--- config.mk ---
export PLATFORM = sky130hd
export DESIGN_NAME = trivium_stream_w
export DESIGN_NICKNAME = d
export VERILOG_FILES = /design/src/rtl/trivium_pkg.sv /design/src/rtl/trivium_step.sv /design/src/rtl/trivium_stream_w.sv
export SDC_FILE = /design/constraint.sdc
export NUM_CORES = 1
export LEC_CHECK = 0
export ABC_AREA = 1
export BUFFER_PORTS_ARGS = -buffer_cell sky130_fd_sc_hd__buf_2
export CAP_MARGIN = 20
export CORE_AREA = 10 10 200 390
export DETAILED_ROUTE_END_ITERATION = 12
export DIE_AREA = 0 0 210 400
export MAX_ROUTING_LAYER = met4
export PLACE_DENSITY = 0.46
export SYNTH_ARGS = -nofsm -noshare
export SYNTH_HDL_FRONTEND = slang
export SYNTH_HIERARCHICAL = 1
export SYNTH_SLANG_ARGS = --single-unit
export TNS_END_PERCENT = 20
--- constraint.sdc ---
create_clock -name CLK -period 6 [get_ports CLK]
set_input_delay 0.3 -clock CLK [delete_from_list [all_inputs] [get_ports CLK]]
set_output_delay 0.3 -clock CLK [all_outputs]
set_load 0.02 [all_outputs]
--- src/rtl/trivium_pkg.sv ---
// Shared Trivium constants, FSM state type and key/IV byte-order helper.
package trivium_pkg;

   localparam int unsigned STATE_LEN = 288;
   localparam int unsigned KEY_LEN   = 80;
   localparam int unsigned IV_LEN    = 80;

   // Tap indices into S[287:0]
   localparam int unsigned T1_A   = 65;
   localparam int unsigned T1_B   = 92;
   localparam int unsigned T1_AN0 = 90;
   localparam int unsigned T1_AN1 = 91;
   localparam int unsigned T1_X   = 170;
   localparam int unsigned T2_A   = 161;
   localparam int unsigned T2_B   = 176;
   localparam int unsigned T2_AN0 = 174;
   localparam int unsigned T2_AN1 = 175;
   localparam int unsigned T2_X   = 263;
   localparam int unsigned T3_A   = 242;
   localparam int unsigned T3_B   = 287;
   localparam int unsigned T3_AN0 = 285;
   localparam int unsigned T3_AN1 = 286;
   localparam int unsigned T3_X   = 68;

   typedef enum logic [1:0] {IDLE, INIT, STREAM} state_e;

   // Host byte 0 lands in the most-significant byte.
   function automatic logic [79:0] byte_rev80(input logic [79:0] v);
      logic [79:0] r;
      for (int i = 0; i < 10; i++) begin
         r[8*i +: 8] = v[8*(9-i) +: 8];
      end
      return r;
   endfunction

endpackage

--- src/rtl/trivium_step.sv ---
// One combinational Trivium cipher step: next state and keystream bit.
module trivium_step
   import trivium_pkg::*;
(
   input  logic [STATE_LEN-1:0] i_s,
   output logic [STATE_LEN-1:0] o_s,
   output logic                 o_z
);

   logic w_t1, w_t2, w_t3;
   logic w_n1, w_n2, w_n3;

   assign w_t1 = i_s[T1_A] ^ i_s[T1_B];
   assign w_t2 = i_s[T2_A] ^ i_s[T2_B];
   assign w_t3 = i_s[T3_A] ^ i_s[T3_B];
   assign o_z  = w_t1 ^ w_t2 ^ w_t3;

   assign w_n1 = w_t1 ^ (i_s[T1_AN0] & i_s[T1_AN1]) ^ i_s[T1_X];
   assign w_n2 = w_t2 ^ (i_s[T2_AN0] & i_s[T2_AN1]) ^ i_s[T2_X];
   assign w_n3 = w_t3 ^ (i_s[T3_AN0] & i_s[T3_AN1]) ^ i_s[T3_X];

   // Three shift registers; each drops its top bit and takes feedback at its base.
   assign o_s = {i_s[T3_B-1:T2_B+1], w_n2, i_s[T2_B-1:T1_B+1], w_n1, i_s[T1_B-1:0], w_n3};

endmodule

--- src/rtl/trivium_stream_w.sv ---
// W-bit-per-clock Trivium keystream generator with stored key and valid/ack output.
// Optional TRIVIUM_XOR_EN adds Pin and emits keystream XOR Pin.
module trivium_stream_w
   import trivium_pkg::*;
#(
   parameter int unsigned W           = 1,
   parameter int unsigned INIT_ROUNDS = 1152,
   parameter int unsigned KS_LEN      = 128
) (
   input  logic               CLK,
   input  logic               RSTn,
   input  logic               EN,
   input  logic [KEY_LEN-1:0] Kin,
   input  logic               Krdy,
   input  logic [IV_LEN-1:0]  Din,
   input  logic               Drdy,
   output logic [W-1:0]       Dout,
   output logic               Dvld,
   input  logic               Dack,
   output logic               BSY,
   output logic               Kvld
`ifdef TRIVIUM_XOR_EN
   ,
   input  logic [W-1:0]       Pin
`endif
);

   localparam int unsigned NINIT  = INIT_ROUNDS / W;
   localparam int unsigned NWORDS = KS_LEN / W;
   localparam int unsigned ICW    = $clog2(NINIT + 1);
   localparam int unsigned WCW    = $clog2(NWORDS + 1);
   localparam logic [ICW-1:0] INIT_LAST = ICW'(NINIT - 1);
   localparam logic [WCW-1:0] WORD_LAST = WCW'(NWORDS);

   state_e               r_state, w_state_nxt;
   logic [STATE_LEN-1:0] r_s, w_s_nxt;
   logic [KEY_LEN-1:0]   r_key, w_key_nxt, w_load_key;
   logic                 r_key_loaded, w_key_loaded_nxt;
   logic                 r_kvld, w_kvld_nxt;
   logic                 r_dvld, w_dvld_nxt;
   logic [W-1:0]         r_dout, w_dout_nxt;
   logic [ICW-1:0]       r_icnt, w_icnt_nxt;
   logic [WCW-1:0]       r_wcnt, w_wcnt_nxt;

   logic [STATE_LEN-1:0] w_chain [W+1];
   logic [W-1:0]         w_z;
   logic [W-1:0]         w_word;

   assign w_chain[0] = r_s;

   for (genvar g = 0; g < W; g++) begin : gen_step
      trivium_step u_step (
         .i_s (w_chain[g]),
         .o_s (w_chain[g+1]),
         .o_z (w_z[g])
      );
   end

`ifdef TRIVIUM_XOR_EN
   assign w_word = w_z ^ Pin;
`else
   assign w_word = w_z;
`endif

   always_comb begin
      w_state_nxt      = r_state;
      w_s_nxt          = r_s;
      w_key_nxt        = r_key;
      w_key_loaded_nxt = r_key_loaded;
      w_kvld_nxt       = 1'b0;
      w_dvld_nxt       = r_dvld;
      w_dout_nxt       = r_dout;
      w_icnt_nxt       = r_icnt;
      w_wcnt_nxt       = r_wcnt;
      w_load_key       = Krdy ? byte_rev80(Kin) : r_key;

      unique case (r_state)
         IDLE: begin
            if (Krdy) begin
               w_key_nxt        = byte_rev80(Kin);
               w_key_loaded_nxt = 1'b1;
               w_kvld_nxt       = 1'b1;
            end
            if (Drdy && (Krdy || r_key_loaded)) begin
               w_s_nxt     = {3'b111, 112'b0, byte_rev80(Din), 13'b0, w_load_key};
               w_icnt_nxt  = '0;
               w_wcnt_nxt  = '0;
               w_state_nxt = INIT;
            end
         end
         INIT: begin
            w_s_nxt    = w_chain[W];
            w_icnt_nxt = r_icnt + ICW'(1);
            if (r_icnt == INIT_LAST) begin
               w_state_nxt = STREAM;
            end
         end
         STREAM: begin
            if (!r_dvld || Dack) begin
               // Counter only reaches NWORDS with a word pending, so this is the final handshake.
               if (r_wcnt == WORD_LAST) begin
                  w_dvld_nxt  = 1'b0;
                  w_state_nxt = IDLE;
               end else begin
                  w_s_nxt    = w_chain[W];
                  w_dout_nxt = w_word;
                  w_dvld_nxt = 1'b1;
                  w_wcnt_nxt = r_wcnt + WCW'(1);
               end
            end
         end
         default: w_state_nxt = IDLE;
      endcase
   end

   always_ff @(posedge CLK) begin
      if (!RSTn) begin
         r_state      <= IDLE;
         r_s          <= '0;
         r_key        <= '0;
         r_key_loaded <= 1'b0;
         r_kvld       <= 1'b0;
         r_dvld       <= 1'b0;
         r_dout       <= '0;
         r_icnt       <= '0;
         r_wcnt       <= '0;
      end else if (EN) begin
         r_state      <= w_state_nxt;
         r_s          <= w_s_nxt;
         r_key        <= w_key_nxt;
         r_key_loaded <= w_key_loaded_nxt;
         r_kvld       <= w_kvld_nxt;
         r_dvld       <= w_dvld_nxt;
         r_dout       <= w_dout_nxt;
         r_icnt       <= w_icnt_nxt;
         r_wcnt       <= w_wcnt_nxt;
      end
   end

   assign Dout = r_dout;
   assign Dvld = r_dvld;
   assign BSY  = (r_state != IDLE);
   assign Kvld = r_kvld;

endmodule
======== Yosys cells after proc, flatten, opt, wreduce, memory -nomap -nowiden ========
Index checks and enable logic that the tools add are counted.
storage, ports and cells
  register bits after elaboration ......... 393
cells by class
  add/sub/neg operators ................... 2
  equality and inequality tests ........... 9
  multiplexer cells ....................... 19
  bitwise gates (word level) .............. 15
  reduce and logical (&&, ||, !) cells .... 17
operators by type and width
  kind                   count
  $mux 288               3
  $pmux 288 s3           1
  $mux 80                1
  $mux 8                 3
  $pmux 11 s2            1
  $pmux 8 s2             1
  $reduce_and 5->1       3
  $add 11x1->11 const B  1
  $eq 11x11->1 const B   1
  $mux 11                1
  $xor 1x1->1            11
  $ne 2x2->1 const B     5
  $reduce_and 3->1       3
  $add 8x1->8 const B    1
  $eq 8x8->1 const B     1
  $mux 2                 4
  $pmux 2 s3             1
  $reduce_bool 2->1      3
  $reduce_and 4->1       1
  $and 1x1->1            3
  $mux 1                 3
  $reduce_bool 3->1      1
  $eq 2x1->1 const B     1
  $eq 2x2->1 const B     1
  6 further kinds        7

======== Depth between registers and ports, before layout ========
Gate-level depths: netlist (run 1).
  word-level depth ........................ 6
  gate-level depth with buffers ........... 12
  gate-level depth less buffers ........... 10

======== Hierarchy ========
Netlist (run 1), hierarchy kept.
by module, submodules not included
  module            times used  cells each  area an instance (um^2)  seq. area each (um^2)
  trivium_stream_w  1           2708        18230.0                  7867.5
  trivium_step      1           334         2363.5                   0.0

======== Worst setup path after synthesis (run 1) ========
OpenSTA, ideal clock, no wires.
  path type ............................... reg2reg
  from .................................... reg r_state[0]
  to ...................................... reg r_s[147]
  library setup time ...................... 0.113 ns
  data arrival time ....................... 1.805 ns
  required time ........................... 5.887 ns
  slack ................................... 4.083 ns
  cell stages (with the launch flop) ...... 11
  path buffers ............................ 4
  clock period less this slack ............ 1.917 ns
  path through ............................ dfxtp_1 > inv_1 > ha_1 > clkbuf_1 > buf_2 > buf_2 > buf_2 > mux2i_1 > nand2_1 > nand2_1 > nor2_1
between the ends
  word-level cells in the longest chain between the ends .. 3
RTL lines
  item                                                       line                     text
  start: declaration                                         trivium_stream_w.sv:35   state_e r_state, w_state_nxt;
  start signal: assignment                                   trivium_stream_w.sv:128  r_state <= w_state_nxt;
  $eq 2x2->1, or another cell as far along                   trivium_stream_w.sv:77   unique case (r_state)
  $ne 2x2->1 (no line) or $reduce_bool 3->1 (tied branches)  n/a
  $reduce_and 5->1 (no line)                                 n/a
  end signal: assignment                                     trivium_stream_w.sv:129  r_s <= w_s_nxt;
  end: declaration                                           trivium_stream_w.sv:36   logic [STATE_LEN-1:0] r_s, w_s_nxt;
Several ways; a longest one is shown, not always the timed one.
A chain may end at the register's enable or synchronous reset.

======== Worst setup path in the final report (run 1) ========
  from .................................... reg r_state[0]
  to ...................................... reg r_s[63]
Same word-level chain as after synthesis.

==> results.sh, run 1 <==
export IMPL_cp_slowest_cell="nor2_4"
export IMPL_dieHeight_um=400
export IMPL_crit_required_ps=6490
export IMPL_p_leak_nw=9.51
export IMPL_htreeDepth=2
export IMPL_cp_start_kind="register"
export IMPL_ioPinCount=170
export IMPL_yosys_area_share_simple_pct=29.6
export IMPL_ys_types=31
export IMPL_pwr_share_clk_pct=35.0
export IMPL_grt_setup_unrepaired="no"
export IMPL_clock_latency_ps=600
export IMPL_ir_worst_vdd_mv=0.275
export IMPL_relSlewSlack_pct=40.5
export IMPL_tightest_slew_ps=892
export IMPL_yosys_warnings=6
export IMPL_criticalPathCategory="reg2reg"
export IMPL_synth_cells=3042
export IMPL_synth_fa_ha_area_share_pct=0.486
export IMPL_cp_end_kind="register"
export IMPL_synth_edf_count=0
export IMPL_rows=139
export IMPL_clock_sinks=393
export IMPL_worstHoldStart="Din[28]"
export IMPL_drtIter0Drc=722
export IMPL_drv_slew=0
export IMPL_max_freq_mhz=280
export IMPL_p_comb_share_pct=24.2
export IMPL_critPathBufInv=3
export IMPL_ant_nets=0
export IMPL_placed_area_um2=19700
export IMPL_highest_layer="met4"
export IMPL_clock_skew_ps=27.8
export IMPL_synth_xor_area_share_pct=0.255
export IMPL_ys_seq_elements=393
export IMPL_power_internal_mw=5.20
export IMPL_gp_congestion=0.734
export IMPL_path_clk_slew_ps=60
export IMPL_crit_top_cell="nor2_1"
export IMPL_wl_met2_um=23400
export IMPL_antenna_found_initial=4
export IMPL_worst_hold_path_type="in2reg"
export IMPL_cts_tree="built"
export IMPL_critPathLaunch="r_state[0]"
export IMPL_critPathMaxStageDelay_ps=860
export IMPL_wl_um=48500
export IMPL_wl_met3_um=1560
export IMPL_crit_arrival_ps=4060
export IMPL_min_period_ps=3570
export IMPL_synth_top_area_share_pct=38.2
export IMPL_reg2reg_from="r_state[0]"
export IMPL_syn_nets=3216
export IMPL_seq_area_frac_synth_pct=38.2
export IMPL_critical_path_top_delay_family="simple AND/OR/NAND/NOR gates"
export IMPL_switching_power_mw=2.49
export IMPL_p_sw_share_pct=32.4
export IMPL_cap_violations=0
export IMPL_design_area_um2=22200
export IMPL_yosys_most_used_dff="dfxtp_1"
export IMPL_start_util_pct=28.7
export IMPL_grt_pass1_vias=16009
export IMPL_setup_tns_ps=0
export IMPL_wl_met1_um=22500
export IMPL_first_pass_iters=5
export IMPL_nets=3076
export IMPL_viasPerCell=4.32
export IMPL_syn_area_per_cell_um2=6.77
export IMPL_setup_viol=0
export IMPL_status="finished, final reports clean"
export IMPL_power_frac_seq_pct=40.7
export IMPL_post_cts_setup_buffer_count=0
export IMPL_power_total_mw=7.69
export IMPL_core_um2=71700
export IMPL_ys_async_sr_fraction_pct=0
export IMPL_die_area_um2=84000
export IMPL_synth_compound_area_share_pct=10.3
export IMPL_cts_root_buf="clkbuf_16"
export IMPL_synth_top_cells_by_area="dfxtp_1 38%, nand2_1 16%, nor2_1 13%"
export IMPL_cellPowerDensity_nw_per_um2=347
export IMPL_grt_first_pass_wirelength_um=80300
export IMPL_fin_crit_sh_pct=59.5
export IMPL_synth_top_cell_by_area="dfxtp_1"
export IMPL_muxShareOfSynthArea_pct=3.89
export IMPL_grt_max_degree=213
export IMPL_io_buffers=169
export IMPL_drcViolationCount=0
export IMPL_overflow=0
export IMPL_cts_buffers=42
export IMPL_final_layout_size_suffix_gt1_share_pct=9.24
export IMPL_path_max_fanout=41
export IMPL_hold_viol=0
export IMPL_wire_per_inst_um=12.6
export IMPL_area_growth_pct=7.73
export IMPL_synth_top_family_by_area="simple AND/OR/NAND/NOR gates"
export IMPL_grt_total_usage_pct=11.7
export IMPL_dpl_hpwl_um=30000
export IMPL_netlist_area_um2=20600
export IMPL_die_w_um=210
export IMPL_reg2reg_slack_ps=2430
export IMPL_nFillCells=8052
export IMPL_clock_path_buffers=3
export IMPL_worstPathCellList="inv_1 > ha_1 > nand3_1 > nand3_4 > nor2_4 > inv_2 > buf_4 > nor2_1 > nor2_1"
export IMPL_vias=16636
==> placed cells by master (no fill, tap or decap), drive strengths merged, types with 2 or more instances in the layout <==
cell,netlist,final
dfxtp,393,393
a211oi,76,76
or2,2,2
mux2i,80,80
ha,8,8
dlygate4sd3,0,103
nor2,698,698
o21bai,78,78
buf,376,188
diode,0,2
o21ai,167,167
nor3,2,2
nand2,874,874
nand4,8,8
clkbuf,99,62
xor2,5,5
inv,130,132
clkinv,0,8
a21oi,23,23
bufinv,0,2
clkinvlp,0,2
nand3,18,18
==> synthesized netlist by cell type, types with 2 or more instances <==
cell type,n
dfxtp_1,393
o21bai_1,78
mux2i_1,80
nor2_1,697
buf_6,3
buf_2,34
nand2_1,872
nand2_2,2
nand3_2,2
inv_2,2
o21ai_0,165
buf_1,17
xor2_1,5
ha_1,8
a21oi_1,23
nand4_1,8
nor3_1,2
or2_2,2
nand3_1,16
inv_1,128
buf_4,322
a211oi_1,76
clkbuf_1,99
==> logic make-up after synthesis <==
kind of cell | after synthesis
simple gates | 1604
buf+inv | 605
flops | 393
compound gates | 346
mux | 80
fa+ha+maj | 8
xor+xnor | 6
==> worst min-delay path, cell delays in order <==
cell     delay, ps
buf_2           80
mux2i_1         50
nand2_1         60
nand2_1         40
nor2_1          70
==> path summary, 6_finish.rpt <==
| kind | endpoint | depth (start not counted) |
|---|---|---|
| max | r_s[63] | 9 |
| max reg2reg | r_s[63] | 9 |
| min | r_s[145] | 5 |
| min reg2reg | r_key_loaded | 2 |
==> power groups by stage <==
stage / combinational (mW) / clock [mW] / sequential (mW)
floorplan: 1.88 / 0 / 3.15
CTS: 1.92 / 2.84 / 3.14
global route: 2.18 / 2.93 / 3.18
detailed placement: 1.86 / 0 / 3.20
finish: 1.86 / 2.70 / 3.13
global placement: 1.86 / 0 / 3.19
==> registers in the layout (all words and copies together), names as in the netlist, 2 cells and up <==
register and cells:
r_key 80, r_state 2, r_s 288, r_icnt 11
r_wcnt 8
==> metal layers <==
metal	track usage, %	up-vias
met2	19.9	214
met5	-	-
met4	3.69	0
li1	-	8880
met1	13.7	7476
met3	1.85	66
==> area by class of cell <==
cell class	instances	area, um2	area share (%)
clock buffers	62	1240	5.57
clock inverters	14	169	0.761
well taps	916	1150	5.17
flip-flops and latches	393	7870	35.5
multi-input cells	2044	9220	41.5
inverters	130	490	2.21
repair buffers	291	2050	9.26
diodes	2	5.00	0.0226
==> stage by stage <==
step / setup slack (ps) / utilization [%] / hold slack, ps / cells
after floorplan: 4080 / - / 429 / 3042
after global placement: 2340 / 27.6 / 439 / 3671
after detailed placement: 2270 / 27.6 / 443 / 3671
after CTS: 2280 / 31.0 / 0.385 / 3850
after global routing: 1980 / 31.0 / 36.1 / 3852
final: 2430 / 31.0 / 43.1 / 3852
==> timing repair <==
item | 4_1_cts | 5_1_grt
hold buffers | 103 | 0
endpoints found under the setup margin | 0 | 0
gates resized for setup | 0 | 0
hold endpoints to repair | 103 | 0
Note: power is estimated with default switching activity, not from simulation.
==> inputs of run 2 (changes only) <==
Clock period 6 ns to 3.5 ns, I/O delays scaled along.
==> run 2 against run 1 <==
  * Cell count is 2.3% higher
  * Register-to-register slack worse by 2000 ps
  * Design area is 4.4% higher
  * Critical endpoint is now r_s[120]
==> results.sh, run 2 (same netlist as run 1, synthesis figures left out) <==
export IMPL_ioPinCount=170
export IMPL_grt_total_usage_pct=12.0
export IMPL_cts_root_buf="clkbuf_16"
export IMPL_min_period_ps=3070
export IMPL_first_pass_iters=5
export IMPL_drcViolationCount=0
export IMPL_htreeDepth=2
export IMPL_ir_worst_vdd_mv=0.403
export IMPL_ant_nets=0
export IMPL_cts_buffers=42
export IMPL_path_max_fanout=244
export IMPL_cts_tree="built"
export IMPL_grt_setup_unrepaired="no"
export IMPL_power_total_mw=13.4
export IMPL_cellPowerDensity_nw_per_um2=578
export IMPL_setup_tns_ps=0
export IMPL_grt_pass1_vias=16588
export IMPL_vias=17018
export IMPL_cp_start_kind="register"
export IMPL_clock_sinks=393
export IMPL_area_growth_pct=12.5
export IMPL_wire_per_inst_um=12.6
export IMPL_clock_skew_ps=19.3
export IMPL_nets=3167
export IMPL_fin_crit_sh_pct=87.8
export IMPL_layout_commonest_cell="nand2_1"
export IMPL_start_util_pct=28.7
export IMPL_setup_viol=0
export IMPL_grt_first_pass_wirelength_um=82600
export IMPL_clock_latency_ps=600
export IMPL_die_w_um=210
export IMPL_viasPerCell=4.32
export IMPL_io_buffers=169
export IMPL_relSlewSlack_pct=31.3
export IMPL_drtIter0Drc=717
export IMPL_drv_slew=0
export IMPL_cap_violations=0
export IMPL_p_leak_nw=9.91
export IMPL_status="finished, final reports clean"
export IMPL_path_clk_slew_ps=60
export IMPL_max_freq_mhz=325
export IMPL_rows=139
export IMPL_wl_um=49700
export IMPL_cp_end_kind="register"
export IMPL_die_area_um2=84000
export IMPL_hold_viol=0
export IMPL_grt_max_degree=245
export IMPL_final_cell_mix="870 x nand2_1, 697 x nor2_1, 393 x dfxtp_1"
export IMPL_largest_reg_flops=288
export IMPL_whs_ps=50.5
export IMPL_dpl_hpwl_um=30700
export IMPL_crit_required_ps=3990
export IMPL_final_layout_size_suffix_gt1_share_pct=9.17
export IMPL_top_register="r_s"
export IMPL_overflow=0
export IMPL_core_um2=71700
export IMPL_tightest_slew_ps=1030
export IMPL_worst_hold_path_type="in2reg"
export IMPL_dieHeight_um=400
export IMPL_crit_arrival_ps=3570
export IMPL_nFillCells=7922
export IMPL_gp_congestion=0.760
export IMPL_antenna_found_initial=4
export IMPL_largestRegisters="r_s (288), r_key (80), r_icnt (11)"
export IMPL_criticalPathCategory="reg2reg"
export IMPL_clock_path_buffers=3
[run 2: changes by cell type in the layout (fill, tap and decap cells not counted), sizes merged]
cell         delta
clkinvlp        -2
buf             +6
inv             +1
dlygate4sd3    +85
clkbuf          -3
diode           +2
clkinv          +1
[run 2: final cells by class]
type / count / area, um2 / share of cell area, %
Clock inverter: 14 / 171 / 0.740
Antenna cell: 4 / 10.0 / 0.0432
Sequential cell: 393 / 7870 / 34.0
Inverter: 130 / 490 / 2.12
Timing Repair Buffer: 382 / 3040 / 13.1
Tap cell: 916 / 1150 / 4.95
Clock buffer: 59 / 1220 / 5.29
Multi-Input combinational cell: 2044 / 9220 / 39.8
[run 2: worst paths after layout]
path | startpoint | to | slack, ps | depth (start not counted)
worst max register to register | r_state[0] | r_s[120] | 430 | 10
worst min register to register | r_key_loaded | r_key_loaded | 450 | 2
worst max-delay path | r_state[0] | r_s[120] | 430 | 10
worst min-delay path | Dack | Dvld | 50 | 6
[run 2: timing repair]
item / 4_1_cts / 5_1_grt
hold buffers: 188 / 0
setup buffers: 0 / 0
endpoints found under the hold margin: 183 / 0
gates resized for setup: 0 / 0
[run 2: per-layer routing]
| metal | routed length (um) | share of wire [%] | vias to the layer above | track usage, % |
|---|---|---|---|---|
| met3 | 1750 | 3.5 | 74 | 2.10 |
| met2 | 23800 | 48 | 224 | 20.5 |
| li1 | - | - | 9065 | - |
| met1 | 22700 | 46 | 7655 | 13.8 |
| met5 | 0 | 0 | - | - |
| met4 | 1440 | 2.9 | 0 | 4.33 |
[run 2: power by group]
part,internal [mW],switching [mW]
registers,5.09,0.290
clock network,2.61,2.01
logic,1.36,2.02
[run 2: worst max-delay path, cell delays in order, from the launching register on]
cell	delay (ps)
dfxtp_1	380
inv_1	140
ha_1	300
nand3_1	170
nand3_4	120
nor2_4	210
buf_12	640
nand2_1	110
nand2_1	90
dlygate4sd3_1	550
nor2_1	40
[run 2: stage by stage]
step | instance area, um2 | worst slack (ps) | std cells | utilization [%]
after global routing | 23200 | 233 | 3942 | 32.3
after global placement | 19900 | 992 | 3677 | 27.7
after CTS | 23200 | 456 | 3938 | 32.3
final | 23200 | 426 | 3942 | 32.3
after detailed placement | 19900 | 927 | 3677 | 27.7
after floorplan | 20600 | 1580 | 3042 | -
